[config.mk]
export PLATFORM = sky130hd
export DESIGN_NAME = univ_reg
export DESIGN_NICKNAME = d
export VERILOG_FILES = /design/src/rtl/univ_reg_pkg.sv /design/src/rtl/univ_reg_slice.sv /design/src/rtl/univ_reg.sv
export SDC_FILE = /design/constraint.sdc
export NUM_CORES = 1
export LEC_CHECK = 0
export ABC_AREA = 1
export CORE_ASPECT_RATIO = 0.9
export CORE_UTILIZATION = 40
export CTS_CLUSTER_DIAMETER = 60
export CTS_CLUSTER_SIZE = 16
export DETAILED_ROUTE_END_ITERATION = 10
export PLACE_DENSITY = 0.77
export SLEW_MARGIN = 20
export SYNTH_ARGS = -nofsm -noshare
export SYNTH_HDL_FRONTEND = slang
export SYNTH_SLANG_ARGS = --single-unit
[constraint.sdc]
create_clock -name CLK -period 1.9 [get_ports CLK]
set_clock_uncertainty 0.1 [all_clocks]
set_input_delay 0.475 -clock CLK [delete_from_list [all_inputs] [get_ports CLK]]
set_output_delay 0.475 -clock CLK [all_outputs]
set_load 0.01 [all_outputs]
[src/rtl/univ_reg_pkg.sv]
// rtl/univ_reg_pkg.sv - mode type and mode constants for the universal register
package univ_reg_pkg;

    typedef logic [2:0] mode_t;

    localparam mode_t MODE_HOLD = 3'd0;
    localparam mode_t MODE_SHL  = 3'd1;
    localparam mode_t MODE_SHR  = 3'd2;
    localparam mode_t MODE_LOAD = 3'd3;
    localparam mode_t MODE_UP   = 3'd4;
    localparam mode_t MODE_DOWN = 3'd5;
    localparam mode_t MODE_ROL  = 3'd6;
    localparam mode_t MODE_ROR  = 3'd7;

endpackage

[src/rtl/univ_reg_slice.sv]
// rtl/univ_reg_slice.sv - one register bit: next-state mux, sync-reset flop with clock enable
module univ_reg_slice
    import univ_reg_pkg::*;
#(
    parameter logic RST_BIT = 1'b0
) (
    input  logic       clk,
    input  logic       rst,
    input  logic       ce,
    input  logic [2:0] mode,
    input  logic       ld_in,
    input  logic       shl_in,
    input  logic       shr_in,
    input  logic       rol_in,
    input  logic       ror_in,
    input  logic       up_in,
    input  logic       dn_in,
    output logic       q,
    output logic       qdash
);

    // Power-up value matches the reset value so Q is defined before the first reset.
    logic q_r = RST_BIT;
    logic q_nxt;

    // Select this bit's next value from the neighbour/serial/count candidates.
    always_comb begin
        q_nxt = q_r;
        case (mode_t'(mode))
            MODE_HOLD: q_nxt = q_r;
            MODE_SHL:  q_nxt = shl_in;
            MODE_SHR:  q_nxt = shr_in;
            MODE_LOAD: q_nxt = ld_in;
            MODE_UP:   q_nxt = up_in;
            MODE_DOWN: q_nxt = dn_in;
            MODE_ROL:  q_nxt = rol_in;
            MODE_ROR:  q_nxt = ror_in;
            default:   q_nxt = q_r;
        endcase
    end

    // Reset wins over enable; enable low holds regardless of mode.
    always_ff @(posedge clk) begin
        if (rst) begin
            q_r <= RST_BIT;
        end else if (ce) begin
            q_r <= q_nxt;
        end
    end

    assign q     = q_r;
    assign qdash = ~q_r;

endmodule

[src/rtl/univ_reg.sv]
// rtl/univ_reg.sv - universal shift/rotate/load/count register; UNIV_REG_COUNT_EN enables UP/DOWN and TC
module univ_reg
    import univ_reg_pkg::*;
#(
    parameter int               WIDTH     = 8,
    parameter logic [WIDTH-1:0] RESET_VAL = '0
) (
    input  logic             CLK,
    input  logic             RST,
    input  logic             CE,
    input  logic [2:0]       MODE,
    input  logic [WIDTH-1:0] D,
    input  logic             SIL,
    input  logic             SIR,
    output logic [WIDTH-1:0] Q,
    output logic [WIDTH-1:0] Qdash,
    output logic             TC
);

    logic [WIDTH-1:0] q;
    logic [WIDTH-1:0] shl_v;
    logic [WIDTH-1:0] shr_v;
    logic [WIDTH-1:0] rol_v;
    logic [WIDTH-1:0] ror_v;
    logic [WIDTH-1:0] up_v;
    logic [WIDTH-1:0] dn_v;

    assign shl_v = {q[WIDTH-2:0], SIL};
    assign shr_v = {SIR, q[WIDTH-1:1]};
    assign rol_v = {q[WIDTH-2:0], q[WIDTH-1]};
    assign ror_v = {q[0], q[WIDTH-1:1]};

`ifdef UNIV_REG_COUNT_EN
    assign up_v = q + WIDTH'(1);
    assign dn_v = q - WIDTH'(1);
    // Terminal count is combinational so a cascaded upper stage sees it in the same cycle.
    assign TC   = CE & (((mode_t'(MODE) == MODE_UP) & (&q)) |
                        ((mode_t'(MODE) == MODE_DOWN) & (q == '0)));
`else
    // Without the counter, UP/DOWN feed each bit back to itself and behave as HOLD.
    assign up_v = q;
    assign dn_v = q;
    assign TC   = 1'b0;
`endif

    for (genvar i = 0; i < WIDTH; i++) begin : g_slice
        univ_reg_slice #(
            .RST_BIT (RESET_VAL[i])
        ) u_slice (
            .clk    (CLK),
            .rst    (RST),
            .ce     (CE),
            .mode   (MODE),
            .ld_in  (D[i]),
            .shl_in (shl_v[i]),
            .shr_in (shr_v[i]),
            .rol_in (rol_v[i]),
            .ror_in (ror_v[i]),
            .up_in  (up_v[i]),
            .dn_in  (dn_v[i]),
            .q      (q[i]),
            .qdash  (Qdash[i])
        );
    end

    assign Q = q;

endmodule

==> qor.yml <==
clocking:
  cts_root_buf: "clkbuf_4"
  cts_hold_buffers: 0
  cts_buffers: 3
  cts-resized-gates: 0
  clock_sinks: 8
  clk_pin_slew_ns: 0.05
  htree_levels: 1
  cts_tree: "built"
  cts_setup_buffers: 0
  clk_latency_ns: 0.25
  clockBufferDepth: 2
yosys:
  synthXorXnorAreaFrac_pct: 0
  synth-warning-count: 0
  yosys.area_share.simple_pct: 38.6
  ys_ff_latch: 8
  seq_area_frac_synth_pct: 21.8
  synth.avg_cell_area_um2: 5.96
  synth_top_family_by_area: "simple AND/OR/NAND/NOR gates"
  synth_cells: 123
  synth_nets: 139
  synth_compound_area_share_pct: 7.85
  synth_fa_ha_area_share_pct: 0
  synth_area_um2: 733
  synthMuxAreaShare_pct: 0
  synthDistinctLibCells: 16
job:
  maxCapViolCount: 0
worst_setup_path:
  path_class: "reg -> out"
  crit_slowest_cell: "clkdlybuf4s50_1"
  path_delay_family: "buffers and inverters"
  worstPathRequired_ns: 1.32
  path_max_fanout: 5
  worst_path_largest_cell_delay_ns: 0.57
  cp.arrival_ns: 1.23
  crit_path_end_kind: "output port"
  critical_path_buf_inv_count: 1
  path_cells: "clkdlybuf4s50_1"
  cp-start-kind: "register"
place:
  dp_hpwl_um: 1220
  io_buffers: 31
  place_congestion: 0.802
  pre_cts_ws_ns: -0.0319
die:
  ioPinCount: 33
  die_area_um2: 2010
  fp.dieW_um: 47.1
  die_h_um: 42.6
  core_um2: 1700
  rows: 14
  initial_core_util_pct: 43.2
sta:
  clock.fmax_mhz: 555
  rsz0062_at_grt: "no"
  setup_violations: 0
  fin_crit_ns: 1.80
  finalSetupTns_ns: 0
  finalHoldViolCount: 0
  post-route-period-util_pct: 94.8
  final.setup.worst_slack_ns: 0.0995
  drv_slew: 0
  finalHoldWorstSlack_ns: 0.437
global_route:
  grt_max_degree: 13
  grt_overflow_total: 0
  first_global_vias: 635
  grt_pass1_wl_um: 2470
  antenna_found_initial: 0
  track_usage_pct: 17.0
pwr:
  p_sw_share_pct: 30.9
  ir_drop_mv: 0.483
  pwr-share-comb_pct: 36.9
  power.internal_w: 0.000358
  p_sw_w: 0.000160
  power_w: 0.000518
  pwr-share-seq_pct: 38.0
  p_clk_share_pct: 25.1
  p_leak_nw: 0.444
  p_per_area_nw_per_um2: 526
detailed_routing:
  wl_per_cell_um: 9.19
  first_pass_iters: 4
  ant_nets: 0
  via_per_inst: 4.49
  first_iter_violations: 21
  routed_wl_um: 1540
  vias: 750
  drc: 0
layout:
  largest_register_ffs: 8
  nNetsFinal: 161
  mostFrequentLayoutCells: "clkdlybuf4s50_1 (31), nand2_1 (24), nor2_1 (23)"
  antenna-diode-count: 0
  layout_commonest_cell: "clkdlybuf4s50_1"
  fin_util_pct: 57.9
  final_layout_size_suffix_gt1_share_pct: 12.6
  syn2layout_area_growth_pct: 34.1
  nFillCells: 172
worst_hold_path:
  worst_hold_path_type: "reg -> reg"
outcome:
  outcome: "finished clean"
[layout make-up]
| type | instances | area (µm²) | area share, % |
|---|---|---|---|
| inverters | 21 | 78.8 | 8.02 |
| flip-flops and latches | 8 | 160 | 16.3 |
| clock buffers | 3 | 22.5 | 2.29 |
| well taps | 24 | 30.0 | 3.05 |
| multi-input cells | 75 | 344 | 35.0 |
| repair buffers | 36 | 348 | 35.4 |
[cells in the mapped netlist]
library cell / number / area share (%)
conb_1: 1 / 0.51
a21oi_1: 2 / 1.4
nor2_4: 1 / 1.5
nand2_2: 2 / 1.7
o21ai_0: 6 / 4.1
buf_4: 17 / 17
buf_6: 2 / 3.1
nor2_1: 23 / 12
inv_1: 18 / 9.2
a21oi_2: 1 / 1.2
nand3_1: 12 / 8.2
o21ai_2: 1 / 1.2
dfxtp_1: 8 / 22
nand2_4: 2 / 3.1
nand2_1: 24 / 12
inv_2: 3 / 1.5
[per-stage QoR]
stage | area [µm²] | std cells
floorplan | 733 | 123
global placement | 961 | 164
detailed placement | 961 | 164
CTS | 983 | 167
global route | 983 | 167
finish | 983 | 167
[per-layer routing]
metal	vias up	GRT usage, %	wire, µm	share of wire (%)
met5	-	0	0	0
met4	0	6.86	16	1.0
met3	2	5.17	83	5.4
met2	18	28.1	732	48
met1	335	19.9	703	46
li1	395	-	-	-
[power by group through the flow]
stage | Clock, W | Sequential [W] | Combinational [W]
after detailed placement | 0 | 0.000200 | 0.000191
after floorplan | 0 | 0.000196 | 0.000129
after global placement | 0 | 0.000199 | 0.000187
final | 0.000130 | 0.000196 | 0.000191
after CTS | 0.000139 | 0.000196 | 0.000192
after global routing | 0.000150 | 0.000198 | 0.000210
[final timing paths]
check                       start                    to  slack [ns]  cells past startpoint
max          g_slice[7].u_slice.q                  Q[7]         0.1                      1
min reg2reg  g_slice[7].u_slice.q  g_slice[7].u_slice.q        0.44                      2
max reg2reg  g_slice[0].u_slice.q  g_slice[7].u_slice.q        0.87                      6
min          g_slice[7].u_slice.q  g_slice[7].u_slice.q        0.44                      2
[logic make-up (layout without fill, tap and decap cells)]
logic type,count (synthesis),count (layout)
other cells,1,1
simple gates,64,64
buf+inv,40,60
compound gates,10,10
flops,8,8
Note: power is estimated with default switching activity, not from simulation.
